File: src/rtl/immediate_narrowing.sv
// Narrows an M-bit datapath value to an N-bit immediate and flags representability.
// Results are buffered in a small in-order FIFO; non-fitting accepts are counted.
module immediate_narrowing #(
  parameter int N     = 16,
  parameter int M     = 32,
  parameter int DEPTH = 4,
  parameter int CNT_W = 8
) (
  input  logic             clk,
  input  logic             rst_n,
  input  logic             in_valid,
  output logic             in_ready,
  input  logic [M-1:0]     immediateIN,
  input  logic             U,
  output logic             out_valid,
  input  logic             out_ready,
  output logic [N-1:0]     immediateOUT,
  output logic             fits,
  output logic [CNT_W-1:0] overflow_count,
  input  logic             clr_count
);

  localparam int AW = $clog2(DEPTH);
  localparam int OW = AW + 1;
  localparam logic [OW-1:0] FULL = OW'(DEPTH);

  logic [N:0]       mem_q [DEPTH];
  logic [AW-1:0]    wr_ptr_q, wr_ptr_d;
  logic [AW-1:0]    rd_ptr_q, rd_ptr_d;
  logic [OW-1:0]    occ_q, occ_d;
  logic [CNT_W-1:0] ovf_q, ovf_d;

  logic         push;
  logic         pop;
  logic         fit_w;
  logic [M-N:0] sgn_bits;
  logic [N:0]   head;

  assign sgn_bits = immediateIN[M-1:N-1];

  always_comb begin
    fit_w = 1'b0;
    if (U) fit_w = ~(|immediateIN[M-1:N]);
    else   fit_w = (&sgn_bits) | ~(|sgn_bits);
  end

  assign out_valid = (occ_q != '0);
  assign in_ready  = rst_n && (occ_q < FULL);
  assign push      = in_valid && in_ready;
  assign pop       = out_valid && out_ready;

  always_comb begin
    wr_ptr_d = wr_ptr_q;
    rd_ptr_d = rd_ptr_q;
    occ_d    = occ_q;
    if (push) wr_ptr_d = wr_ptr_q + 1'b1;
    if (pop)  rd_ptr_d = rd_ptr_q + 1'b1;
    unique case ({push, pop})
      2'b10:   occ_d = occ_q + 1'b1;
      2'b01:   occ_d = occ_q - 1'b1;
      default: occ_d = occ_q;
    endcase
  end

  // clear wins over a same-cycle increment; saturate at all-ones
  always_comb begin
    ovf_d = ovf_q;
    if (clr_count) begin
      ovf_d = '0;
    end else if (push && !fit_w && (ovf_q != '1)) begin
      ovf_d = ovf_q + 1'b1;
    end
  end

  always_ff @(posedge clk) begin
    if (!rst_n) begin
      wr_ptr_q <= '0;
      rd_ptr_q <= '0;
      occ_q    <= '0;
      ovf_q    <= '0;
    end else begin
      wr_ptr_q <= wr_ptr_d;
      rd_ptr_q <= rd_ptr_d;
      occ_q    <= occ_d;
      ovf_q    <= ovf_d;
    end
  end

  always_ff @(posedge clk) begin
    if (push) mem_q[wr_ptr_q] <= {fit_w, immediateIN[N-1:0]};
  end

  assign head           = mem_q[rd_ptr_q];
  assign immediateOUT   = out_valid ? head[N-1:0] : '0;
  assign fits           = out_valid & head[N];
  assign overflow_count = ovf_q;

endmodule

File: config.mk
export PLATFORM = sky130hd
export DESIGN_NAME = immediate_narrowing
export DESIGN_NICKNAME = d
export VERILOG_FILES = /design/src/rtl/immediate_narrowing.sv
export SDC_FILE = /design/constraint.sdc
export NUM_CORES = 1
export LEC_CHECK = 0
export ABC_CLOCK_PERIOD_IN_PS = 4700
export BUFFER_PORTS_ARGS = -buffer_cell sky130_fd_sc_hd__buf_2
export CAP_MARGIN = 10
export CORE_ASPECT_RATIO = 2
export CORE_MARGIN = 2
export CORE_UTILIZATION = 45
export DETAILED_ROUTE_END_ITERATION = 6
export PLACE_DENSITY = 0.63
export REMOVE_ABC_BUFFERS = 1
export SLEW_MARGIN = 30
export SYNTH_ARGS = -nofsm -noshare
export SYNTH_HDL_FRONTEND = slang
export SYNTH_SLANG_ARGS = --single-unit
File: constraint.sdc
create_clock -name clk -period 4.7 [get_ports clk]
set_input_delay 0.235 -clock clk [delete_from_list [all_inputs] [get_ports clk]]
set_output_delay 0.235 -clock clk [all_outputs]
set_load 0.03 [all_outputs]
==> results of run 1 <==
[power groups by stage]
stage          logic, mW  clock network, mW  registers [mW]
2_1_floorplan      0.423                  0           0.929
3_3_place_gp       0.626                  0           0.904
3_5_place_dp       0.633                  0           0.906
4_1_cts            0.634              0.676           0.890
5_1_grt            0.672              0.706           0.896
6_report           0.616              0.662           0.889
[path summary, 6_finish.rpt]
| path | endpoint | cells past startpoint |
|---|---|---|
| setup / recovery | occ_q[2] | 8 |
| hold reg to reg | overflow_count[4] | 2 |
| hold / removal | mem_q[0][5] | 1 |
| setup reg to reg | occ_q[2] | 8 |
[layer usage]
layer	vias to the layer above	wire (µm)
met5	-	0
met1	1042	2290
met2	50	3620
li1	986	-
met3	12	263
met4	0	151
[synthesized netlist by cell type (2+ instances only)]
cell type,number,area (µm²)
sky130_fd_sc_hd__nand3_1,2,10.0
sky130_fd_sc_hd__clkbuf_1,5,18.8
sky130_fd_sc_hd__nand2_1,10,37.5
sky130_fd_sc_hd__o21ai_0,3,15.0
sky130_fd_sc_hd__mux4_2,17,383
sky130_fd_sc_hd__dfxtp_1,17,340
sky130_fd_sc_hd__or3_1,2,12.5
sky130_fd_sc_hd__and2_1,24,150
sky130_fd_sc_hd__ha_1,6,75.1
sky130_fd_sc_hd__nor4_1,3,18.8
sky130_fd_sc_hd__or4_1,4,30.0
sky130_fd_sc_hd__buf_2,2,10.0
sky130_fd_sc_hd__a21oi_1,6,30.0
sky130_fd_sc_hd__o31ai_1,4,30.0
sky130_fd_sc_hd__nor2b_1,3,18.8
sky130_fd_sc_hd__or3_2,2,15.0
sky130_fd_sc_hd__and3_1,5,31.3
sky130_fd_sc_hd__nand4_1,6,37.5
sky130_fd_sc_hd__edfxtp_1,68,2040
sky130_fd_sc_hd__xnor2_1,4,35.0
sky130_fd_sc_hd__inv_1,8,30.0
[critical path, delay by kind of cell (launching register included)]
family	cells	cell delay [ps]
DFF	1	360
xor gates and xnor gates	1	160
buffers and inverters	1	60
and+or+nand+nor	3	1100
AOI/OAI and AO/OA	1	160
adders and majority gates	2	570
[flip-flops by register name, summed over array words and instances, names as in the netlist, named ones only]
name	flops
wr_ptr_q	2
occ_q	3
rd_ptr_q	2
mem_q	68
overflow_count	8
[layout by cell type, fill, tap and decap left out, types with 2 or more instances in the layout]
| cell | instances |
|---|---|
| sky130_fd_sc_hd__a21oi_1 | 6 |
| sky130_fd_sc_hd__nor4_1 | 3 |
| sky130_fd_sc_hd__or4_1 | 4 |
| sky130_fd_sc_hd__mux4_2 | 17 |
| sky130_fd_sc_hd__clkinv_1 | 2 |
| sky130_fd_sc_hd__clkbuf_16 | 9 |
| sky130_fd_sc_hd__nand4_1 | 6 |
| sky130_fd_sc_hd__buf_2 | 64 |
| sky130_fd_sc_hd__inv_1 | 8 |
| sky130_fd_sc_hd__ha_1 | 6 |
| sky130_fd_sc_hd__and3_1 | 5 |
| sky130_fd_sc_hd__clkbuf_1 | 3 |
| sky130_fd_sc_hd__edfxtp_1 | 68 |
| sky130_fd_sc_hd__nand2_1 | 10 |
| sky130_fd_sc_hd__or3_2 | 2 |
| sky130_fd_sc_hd__and2_1 | 24 |
| sky130_fd_sc_hd__nand3_1 | 2 |
| sky130_fd_sc_hd__or3_1 | 2 |
| sky130_fd_sc_hd__o31ai_1 | 4 |
| sky130_fd_sc_hd__nor2b_1 | 3 |
| sky130_fd_sc_hd__dfxtp_1 | 17 |
| sky130_fd_sc_hd__xnor2_1 | 4 |
| sky130_fd_sc_hd__o21ai_0 | 3 |
[kinds of logic (layout without fill, tap and decap cells)]
family          Yosys count  in the layout
flops                    85             85
simple gates             69             69
compound gates           20             20
mux                      17             17
buf+inv                  17             89
fa+ha+maj                 7              7
xor+xnor                  5              5
[layout make-up]
| cell class | instances | share of cell area (%) |
|---|---|---|
| timing repair buffer | 65 | 7.76 |
| inverter | 8 | 0.711 |
| clock buffer | 12 | 5.60 |
| clock inverter | 4 | 1.01 |
| multi-input combinational | 118 | 25.8 |
| sequential | 85 | 56.4 |
| tap | 94 | 2.78 |
[stage by stage]
stage	worst slack [ps]	hold slack (ps)	total power, mW
after floorplan	2410	334	1.35
after global placement	2240	445	1.53
after detailed placement	2150	454	1.54
after CTS	2110	104	2.20
after global routing	1920	120	2.27
final	2200	115	2.17
==> Implementation_results.wiki, run 1 <==
{| class="wikitable"
! Metric !! Value
|-
| Share of synthesized cell area in full adder, half adder and majority cells || 2.68%
|-
| # setup viols final || 0
|-
| CTS tree || built
|-
| Result of the run || completed
|-
| TritonCTS buffer count || 9
|-
| Xor-xnor portion of the synthesized cell area || 1.24%
|-
| Number of pins exceeding their max-slew limit in the final report || 0
|-
| Via count of the first global-routing pass || 2156
|-
| Clock latency of the later-clocked register in the worst-skew pair || 330 ps
|-
| Hold Violations, Final || 0
|-
| Total via count after detailed routing || 2090
|-
| RR Startpoint || occ_q[2]
|-
| Longest Clk Path Bufs || 2
|-
| #FFs+latches synth || 85
|-
| Most frequent cell on the critical path || sky130_fd_sc_hd__or3_1
|-
| Final Instance Count excl. Fillers || 386
|-
| PostCTS Resize Cnt || 0
|-
| Ratio of cells with drive above 1 in the final layout || 35.3%
|-
| Part of the power in the clock network || 30.6%
|-
| GR Util met1 || 16.3%
|-
| Initial standard-cell utilization of the core || 46.7%
|-
| Starting DRT DRC Count || 98
|-
| GR Layer Usage met3 || 4.34%
|-
| Area fraction in and, or, nand and nor cells after synthesis || 12.2%
|-
| Die footprint || 8650 µm²
|-
| Class of the tightest hold or removal check || in2reg
|-
| Leakage power || 1.53 nW
|-
| Net count reported at finish || 332
|-
| Number of antenna cells inserted || 0
|-
| Sequential group share of total power || 41.0%
|-
| Chip Width || 66.8 µm
|-
| Sequential cell area fraction in the yosys report || 67.2%
|-
| Count of clock tree sinks || 85
|-
| Main combinational cell family by area after synthesis || simple AND/OR/NAND/NOR gates
|-
| Post-CTS Setup Repair Bufs || 0
|-
| Half-perimeter wire length after placement || 4350 µm
|-
| Critical Path Start Type || flop
|-
| Count of antenna-violating nets left after detailed routing || 0
|-
| Slew @ Worst Pin || 933 ps
|-
| Multi-input gate area || 1090 µm²
|-
| Placed instance count || 370
|-
| Worst Min Path Start || immediateIN[5]
|-
| Crit Path Class || reg2reg
|-
| Finished layout cell area || 4230 µm²
|-
| Max-cap check violation count || 0
|-
| Number of design rule violations left after detail routing || 0
|-
| Number of standard-cell rows in the floorplan || 45
|-
| Most used flip-flop cell after synthesis || sky130_fd_sc_hd__edfxtp_1
|-
| Number of hold-repair buffers added at the cts stage || 0
|-
| Peak supply drop || 0.000221 V
|-
| Slowest stage cell, crit path || sky130_fd_sc_hd__or3_1
|-
| Required time of the critical path || 4960 ps
|-
| Utilization after layout || 55.6%
|-
| Crit-path max FO || 19
|-
| Unrepaired setup endpoints after global routing || no
|-
| Number of synthesis warnings || 0
|-
| Fraction of registers with async set/reset || 0%
|-
| Antenna violations before repair || 0
|-
| Remaining Overflow, GRT || 0
|-
| Critical path capture point type || flop
|-
| Worst Clk Skew || 4.98 ps
|-
| Number of standard cells after synthesis || 220
|-
| GRT Util Overall || 16.5%
|-
| Fill cell count || 660
|-
| Crit path from || occ_q[2]
|-
| Storage element area || 2380 µm²
|-
| Data arrival time of the worst path || 2760 ps
|-
| Max Clock Freq || 399 MHz
|-
| Max H-tree Level || 3
|-
| Worst-case register-to-register setup slack || 2200 ps
|-
| Count of boundary I/O pins || 65
|-
| Area growth syn-to-layout || 19.2%
|-
| Largest net degree at the start of global routing || 20
|-
| Vias per Instance || 5.41
|-
| Most crowded layer after global routing || met2
|-
| CTS Root Cell || sky130_fd_sc_hd__clkbuf_16
|-
| Ratio of final minimum period to clock period || 53.3%
|-
| First-pass iteration count of the detailed router || 4
|-
| Input/output buffers || 64
|-
| Number of enable-type register cells in the synthesized netlist || 68
|-
| Drt wl/cell || 16.4 µm
|-
| Dpl cell area || 3950 µm²
|-
| Worst slew margin relative to its limit || 37.8%
|-
| Final Wtd Congestion || 0.714
|-
| Shortest clock period the worst path allows after layout || 2500 ps
|-
| Clock Pin Slew Worst Setup and Hold Paths || 60 ps
|-
| Wire length of the first global-routing pass || 10100 µm
|-
| Count of cell types in the netlist || 40
|-
| Combinational group share of total power || 28.4%
|-
| Detailed Route WL || 6320 µm
|-
| Share of cell area taken by muxes after synthesis || 10.8%
|-
| Total Negative Setup Slacks || 0 ps
|-
| Placeable core area || 7600 µm²
|-
| Post-Syn Area || 3550 µm²
|-
| Cell Pwr Density || 513 nW/µm²
|-
| Compound-Gate Fraction of Synth Area || 3.81%
|-
| P_int || 1.51 mW
|-
| Psw || 654 µW
|-
| Switching share of power || 30.2%
|-
| Met2 layer usage reported by global route || 30.4%
|-
| Largest incremental delay on the critical path || 520 ps
|-
| Vertical die dimension || 130 µm
|-
| Cells along the critical path || or3_1 > and2_1 > ha_1 > inv_1 > fa_1 > xor2_1 > or3_1 > a21boi_0
|-
| Syn_area_per_cell || 16.1 µm²
|}
No activity file was read; power rests on OpenSTA's default activity.
==> run 2: changes to the inputs <==
ABC_CLOCK_PERIOD_IN_PS = 2500   (was 4700)
clock period = 2.5 ns   (was 4.7 ns; I/O delays follow)
==> run 2 against run 1 <==
  * Via count fell by 1.4%
  * Clock skew is 0.84 ps higher
  * Cell area is 1.1% higher
  * First-iteration DRC count is 1.0% lower
  * Sequential share of layout area down 0.63 points
  * Worst setup slack lost 1800 ps
==> Implementation_results.wiki, run 2 (synthesis gave the netlist of run 1 again) <==
{| class="wikitable"
! Metric !! Value
|-
| Result of the run || completed
|-
| Worst Min Path Start || immediateIN[5]
|-
| Cell Pwr Density || 938 nW/µm² (+83%)
|-
| Most common cell after layout, fill and taps aside || sky130_fd_sc_hd__edfxtp_1
|-
| Max H-tree Level || 3 (unchanged)
|-
| Starting DRT DRC Count || 97 (-1.0%)
|-
| GRT Util Overall || 16.8% (+0.36 points)
|-
| Clock latency of the later-clocked register in the worst-skew pair || 330 ps (about the same)
|-
| Worst Clk Skew || 5.83 ps (+0.844 ps)
|-
| Required time of the critical path || 2760 ps (-2200 ps)
|-
| Most frequent cell on the critical path || sky130_fd_sc_hd__inv_1
|-
| Number of standard-cell rows in the floorplan || 45 (unchanged)
|-
| TritonCTS buffer count || 9 (unchanged)
|-
| Leakage power || 1.56 nW (+1.8%)
|-
| Sequential group share of total power || 41.4% (+0.4 points)
|-
| Area growth syn-to-layout || 20.5%
|-
| Antenna violations before repair || 0 (unchanged)
|-
| Total via count after detailed routing || 2060 (-1.4%)
|-
| Commonest non-fill, non-tap cells in the layout || sky130_fd_sc_hd__edfxtp_1, sky130_fd_sc_hd__buf_2, sky130_fd_sc_hd__and2_1, sky130_fd_sc_hd__mux4_2, sky130_fd_sc_hd__dfxtp_1
|-
| Ratio of final minimum period to clock period || 82.4% (+29 points)
|-
| Net count reported at finish || 340 (+2.4%)
|-
| Largest incremental delay on the critical path || 370 ps (-150 ps)
|-
| RR Startpoint || occ_q[2]
|-
| Instance count along the most critical hold path || 1 (unchanged)
|-
| Part of the power in the clock network || 28.9% (-1.7 points)
|-
| Combinational group share of total power || 29.7% (+1.3 points)
|-
| Count of antenna-violating nets left after detailed routing || 0 (unchanged)
|-
| Count of clock tree sinks || 85 (unchanged)
|-
| Largest net degree at the start of global routing || 19 (-5.0%)
|-
| Input/output buffers || 64 (unchanged)
|-
| Switching share of power || 30.8% (+0.66 points)
|-
| Count of boundary I/O pins || 65 (unchanged)
|-
| Endpoint of the lowest-slack register-to-register path || occ_q[2]
|-
| Cells along the critical path || nor2b_2 > and2_1 > inv_1 > ha_1 > inv_1 > fa_1 > xor2_1 > or3_1 > a21boi_0
|-
| Worst-case hold path end point || mem_q[2][5]
|-
| Vias per Instance || 5.23 (-3.4%)
|-
| Peak supply drop || 0.000755 V (+240%)
|-
| Half-perimeter wire length after placement || 4440 µm (+2.0%)
|-
| Psw || 1.24 mW (+89%)
|-
| Die footprint || 8650 µm² (unchanged)
|-
| Class of the tightest hold or removal check || in2reg
|-
| Total Negative Setup Slacks || 0 ps (unchanged)
|-
| Via count of the first global-routing pass || 2250 (+4.4%)
|-
| Number of design rule violations left after detail routing || 0 (unchanged)
|-
| Flip-flop count of the largest register, all copies and words added || 68 (unchanged)
|-
| Slowest stage cell, crit path || sky130_fd_sc_hd__dfxtp_1
|-
| Worst-case register-to-register setup slack || 440 ps (-1760 ps)
|-
| Number of antenna cells inserted || 0 (unchanged)
|-
| Clock Pin Slew Worst Setup and Hold Paths || 60 ps (about the same)
|-
| Shortest clock period the worst path allows after layout || 2060 ps (-444 ps)
|-
| Drt wl/cell || 16.0 µm (-2.2%)
|-
| Register with the most flip-flops || mem_q
|-
| Final critical-path setup slack || 441 ps (-1760 ps)
|-
| Hold Violations, Final || 0 (unchanged)
|-
| Crit Path Class || reg2reg
|-
| Data arrival time of the worst path || 2320 ps (-440 ps)
|-
| Critical Path Start Type || flop
|-
| Wire length of the first global-routing pass || 10400 µm (+3.1%)
|-
| P_int || 2.77 mW (+83%)
|-
| Unrepaired setup endpoints after global routing || no
|-
| Worst slack at placement || 401 ps (-1750 ps)
|-
| Worst slew margin relative to its limit || 77.1% (+39 points)
|-
| Placeable core area || 7600 µm² (unchanged)
|-
| Max Clock Freq || 486 MHz (+22%)
|-
| Number of pins exceeding their max-slew limit in the final report || 0 (unchanged)
|-
| CTS tree || built
|-
| Cell class contributing the biggest share of worst-path delay || simple AND/OR/NAND/NOR gates
|-
| Final Wtd Congestion || 0.710 (-0.64%)
|-
| Slew @ Worst Pin || 343 ps (-590 ps)
|-
| Number of buffer and inverter stages on the critical path || 2 (+1)
|-
| Critical path capture point type || flop
|-
| CTS Root Cell || sky130_fd_sc_hd__clkbuf_16
|-
| Detailed Route WL || 6300 µm (-0.19%)
|-
| Crit-path max FO || 6 (-13)
|-
| Ratio of cells with drive above 1 in the final layout || 37.0% (+1.7 points)
|-
| Number of cells on the worst reg-to-reg path || 9 (+1)
|-
| Longest Clk Path Bufs || 2 (unchanged)
|-
| Chip Width || 66.8 µm (unchanged)
|-
| Max-cap check violation count || 0 (unchanged)
|-
| Vertical die dimension || 130 µm (unchanged)
|-
| First-pass iteration count of the detailed router || 4 (unchanged)
|-
| # setup viols final || 0 (unchanged)
|-
| Initial standard-cell utilization of the core || 46.7% (unchanged)
|-
| Remaining Overflow, GRT || 0 (unchanged)
|-
| Post-CTS Setup Repair Bufs || 0 (unchanged)
|}
## run 2: worst max path at each step
stage	slack, ps	start	endpoint	cells after the start
floorplan	210	occ_q[2]	occ_q[2]	8
global placement	460	rst_n	occ_q[2]	10
detailed placement	400	rst_n	occ_q[2]	10
CTS	420	occ_q[2]	occ_q[2]	9
global route	270	occ_q[2]	occ_q[2]	9
finish	440	occ_q[2]	occ_q[2]	9
## run 2: timing repair
item                                   in CTS  in global routing
endpoints found under the hold margin       6                  0
resized for setup                           0                  0
hold buffers                                2                  0
## run 2: worst register-to-register path, cell delays in order, from the launching register on
cell and delay [ps]:
sky130_fd_sc_hd__dfxtp_1 370, sky130_fd_sc_hd__nor2b_2 80, sky130_fd_sc_hd__and2_1 210, sky130_fd_sc_hd__inv_1 90
sky130_fd_sc_hd__ha_1 180, sky130_fd_sc_hd__inv_1 60, sky130_fd_sc_hd__fa_1 370, sky130_fd_sc_hd__xor2_1 160
sky130_fd_sc_hd__or3_1 310, sky130_fd_sc_hd__a21boi_0 160
## run 2: routing by layer
metal / wire [µm] / share of wire (%) / global-route usage (%)
met5: 0 / 0 / 0
met1: 2200 / 35 / 16.4
met2: 3710 / 59 / 31.5
met3: 258 / 4.1 / 3.73
met4: 143 / 2.3 / 9.12
## run 2: cell type report
| class | count | area (µm²) |
|---|---|---|
| clock buffers | 12 | 236 |
| clock inverters | 4 | 25.0 |
| fillers | 654 | 3330 |
| inverters | 8 | 30.0 |
| multi-input cells | 118 | 1090 |
| flip-flops and latches | 85 | 2380 |
| well taps | 94 | 118 |
| repair buffers | 73 | 393 |
## run 2: power by group through the flow
stage / sequential, mW / combinational, mW / clock (mW)
after CTS: 1.66 / 1.23 / 1.19
after global routing: 1.67 / 1.30 / 1.25
after floorplan: 1.75 / 0.796 / 0
final: 1.66 / 1.19 / 1.16
after global placement: 1.69 / 1.21 / 0
after detailed placement: 1.69 / 1.22 / 0
## run 2: through the flow
| stage | util (%) | std cells | hold slack [ps] | instance area, µm² | total power, mW |
|---|---|---|---|---|---|
| 3_3_place_gp | 52.5 | 376 | 338 | 3990 | 2.90 |
| 6_report | 56.2 | 394 | 11.9 | 4270 | 4.01 |
| 3_5_place_dp | 52.5 | 376 | 342 | 3990 | 2.91 |
| 5_1_grt | 56.2 | 394 | 6.02 | 4270 | 4.21 |
| 2_1_floorplan | - | 211 | 224 | 3500 | 2.54 |
| 4_1_cts | 56.2 | 394 | 1.39 | 4270 | 4.08 |
==> run 3: changes to the inputs <==
ABC_CLOCK_PERIOD_IN_PS = 2100   (was 2500)
clock period = 2.1 ns   (was 2.5 ns; I/O delays follow)
==> run 3 against run 2 <==
  * Flip-flop and latch count stayed put
  * Sequential share of layout area is 2.3 points lower
  * Power is 24% higher
  * Cell area is 4.3% higher
==> Implementation_results.wiki, run 3 (synthesis gave the netlist of run 1 again) <==
{| class="wikitable"
! Metric !! Value
|-
| Final Instance Count excl. Fillers || 408 (+3.6%)
|-
| Largest net degree at the start of global routing || 19 (unchanged)
|-
| Cell Pwr Density || 1110 nW/µm² (+19%)
|-
| Via count of the first global-routing pass || 2272 (+0.98%)
|-
| Wire length of the first global-routing pass || 10600 µm (+1.8%)
|-
| Area growth syn-to-layout || 25.7%
|-
| Most common cell after layout, fill and taps aside || sky130_fd_sc_hd__edfxtp_1
|-
| Shortest clock period the worst path allows after layout || 1940 ps (-115 ps)
|-
| Placeable core area || 7600 µm² (unchanged)
|-
| Count of clock tree sinks || 85 (unchanged)
|-
| Number of buffer and inverter stages on the critical path || 2 (unchanged)
|-
| Vias per Instance || 5.19 (-0.76%)
|-
| Number of standard-cell rows in the floorplan || 45 (unchanged)
|-
| Result of the run || completed
|-
| Most frequent cell on the critical path || sky130_fd_sc_hd__inv_1
|-
| Uppermost routed layer || met4
|-
| Worst Clk Skew || 3.68 ps (-2.14 ps)
|-
| Crit-path max FO || 6 (unchanged)
|-
| Slowest stage cell, crit path || sky130_fd_sc_hd__fa_1
|-
| Critical path capture point type || flop
|-
| Longest Clk Path Bufs || 2 (unchanged)
|-
| Class of the tightest hold or removal check || in2reg
|-
| Largest incremental delay on the critical path || 370 ps (about the same)
|-
| Vertical die dimension || 130 µm (unchanged)
|-
| Max-cap check violation count || 0 (unchanged)
|-
| Flip-flop count of the largest register, all copies and words added || 68 (unchanged)
|-
| Cells along the critical path || nor2b_2 > and2_1 > inv_1 > ha_2 > inv_1 > fa_1 > xor2_1 > or3_1 > a21boi_1
|-
| Count of boundary I/O pins || 65 (unchanged)
|-
| Remaining Overflow, GRT || 0 (unchanged)
|-
| Detailed Route WL || 6460 µm (+2.4%)
|-
| Slew @ Worst Pin || 306 ps (-37.4 ps)
|-
| Placed instance count || 378 (+0.53%)
|-
| CTS Root Cell || sky130_fd_sc_hd__clkbuf_16
|-
| Met2 Wirelength || 3720 µm (+0.40%)
|-
| Worst slew margin relative to its limit || 79.6% (+2.5 points)
|-
| Ratio of final minimum period to clock period || 92.6% (+10 points)
|-
| Ratio of cells with drive above 1 in the final layout || 37.6% (+0.58 points)
|-
| # setup viols final || 0 (unchanged)
|-
| Fill cell count || 631 (-3.5%)
|-
| Half-perimeter wire length after placement || 4360 µm (-1.9%)
|-
| Total Negative Setup Slacks || 0 ps (unchanged)
|-
| Wire length on met1 || 2360 µm (+7.7%)
|-
| Total via count after detailed routing || 2117 (+2.8%)
|-
| Final Wtd Congestion || 0.705 (-0.72%)
|-
| Number of antenna cells inserted || 0 (unchanged)
|-
| Commonest non-fill, non-tap cells in the layout || sky130_fd_sc_hd__edfxtp_1, sky130_fd_sc_hd__buf_2, sky130_fd_sc_hd__and2_1, sky130_fd_sc_hd__mux4_2, sky130_fd_sc_hd__dfxtp_1
|-
| Data arrival time of the worst path || 2200 ps (-120 ps)
|-
| Count of antenna-violating nets left after detailed routing || 0 (unchanged)
|-
| CTS tree || built
|-
| Peak supply drop || 0.000671 V (-11%)
|-
| Unrepaired setup endpoints after global routing || no
|-
| Input/output buffers || 64 (unchanged)
|-
| Drt wl/cell || 15.8 µm (-1.1%)
|-
| Die footprint || 8650 µm² (unchanged)
|-
| Post-CTS Setup Repair Bufs || 0 (unchanged)
|-
| Chip Width || 66.8 µm (unchanged)
|-
| Antenna violations before repair || 0 (unchanged)
|-
| Leakage power || 1.64 nW (+5.2%)
|-
| Starting DRT DRC Count || 48 (-51%)
|-
| Max H-tree Level || 3 (unchanged)
|-
| Crit Path Class || reg2reg
|-
| Max Clock Freq || 514 MHz (+5.9%)
|-
| First-pass iteration count of the detailed router || 4 (unchanged)
|-
| Cell class contributing the biggest share of worst-path delay || adder cells
|-
| Required time of the critical path || 2360 ps (-400 ps)
|-
| Hold Violations, Final || 0 (unchanged)
|-
| Number of design rule violations left after detail routing || 0 (unchanged)
|-
| Met3 wire length || 235 µm (-8.9%)
|-
| Critical Path Start Type || flop
|-
| Net count reported at finish || 354 (+4.1%)
|-
| Initial standard-cell utilization of the core || 46.7% (unchanged)
|-
| Number of pins exceeding their max-slew limit in the final report || 0 (unchanged)
|-
| TritonCTS buffer count || 9 (unchanged)
|-
| GRT Util Overall || 17.2% (+0.34 points)
|-
| Clock Pin Slew Worst Setup and Hold Paths || 60 ps (about the same)
|-
| Clock latency of the later-clocked register in the worst-skew pair || 330 ps (about the same)
|-
| Register with the most flip-flops || mem_q
|}
==> run 3: layout make-up <==
type / count / area (µm²) / share of cell area (%)
clock buffers: 10 / 229 / 5.14
clock inverters: 6 / 63.8 / 1.43
inverters: 8 / 30.0 / 0.674
multi-input cells: 118 / 1090 / 24.5
flip-flops and latches: 85 / 2380 / 53.5
well taps: 94 / 118 / 2.64
repair buffers: 87 / 541 / 12.1
==> run 3: per-stage QoR <==
stage	cell area [µm²]	setup WS, ps	hold WS, ps	util (%)	power [mW]
floorplan	3500	-186	204	-	3.03
global placement	4020	160	316	52.9	3.48
detailed placement	4020	87.9	327	52.9	3.50
CTS	4450	64.4	11.5	58.6	5.04
global route	4460	13.4	11.7	58.7	5.23
finish	4460	155	17.0	58.7	4.97
==> run 3: final timing paths <==
path         slack [ps]           end  depth (start not counted)       startpoint
max                 160      occ_q[2]                          9         occ_q[2]
min                  20  mem_q[2][14]                          1  immediateIN[14]
max reg2reg         160      occ_q[2]                          9         occ_q[2]
min reg2reg         500      occ_q[2]                          2         occ_q[2]
==> run 3: report_power, final <==
part | internal, mW | switching, mW | total, mW
Clock | 0.917 | 0.587 | 1.50
Combinational | 0.626 | 0.855 | 1.48
Sequential | 1.93 | 0.0489 | 1.98
Total | 3.48 | 1.49 | 4.97
==> run 3: routing by layer <==
layer  vias to the layer above  global-route usage, %
met5                         -                      0
met4                         0                   8.40
met3                        10                   3.91
met2                        47                   31.4
met1                      1036                   17.9
li1                       1024                      -
==> run 3: what timing repair did <==
action                                  in CTS  in global routing
gates resized for setup                      0                  4
hold endpoints to repair                    56                  0
hold buffers                                14                  0
endpoints found under the setup margin       0                  1
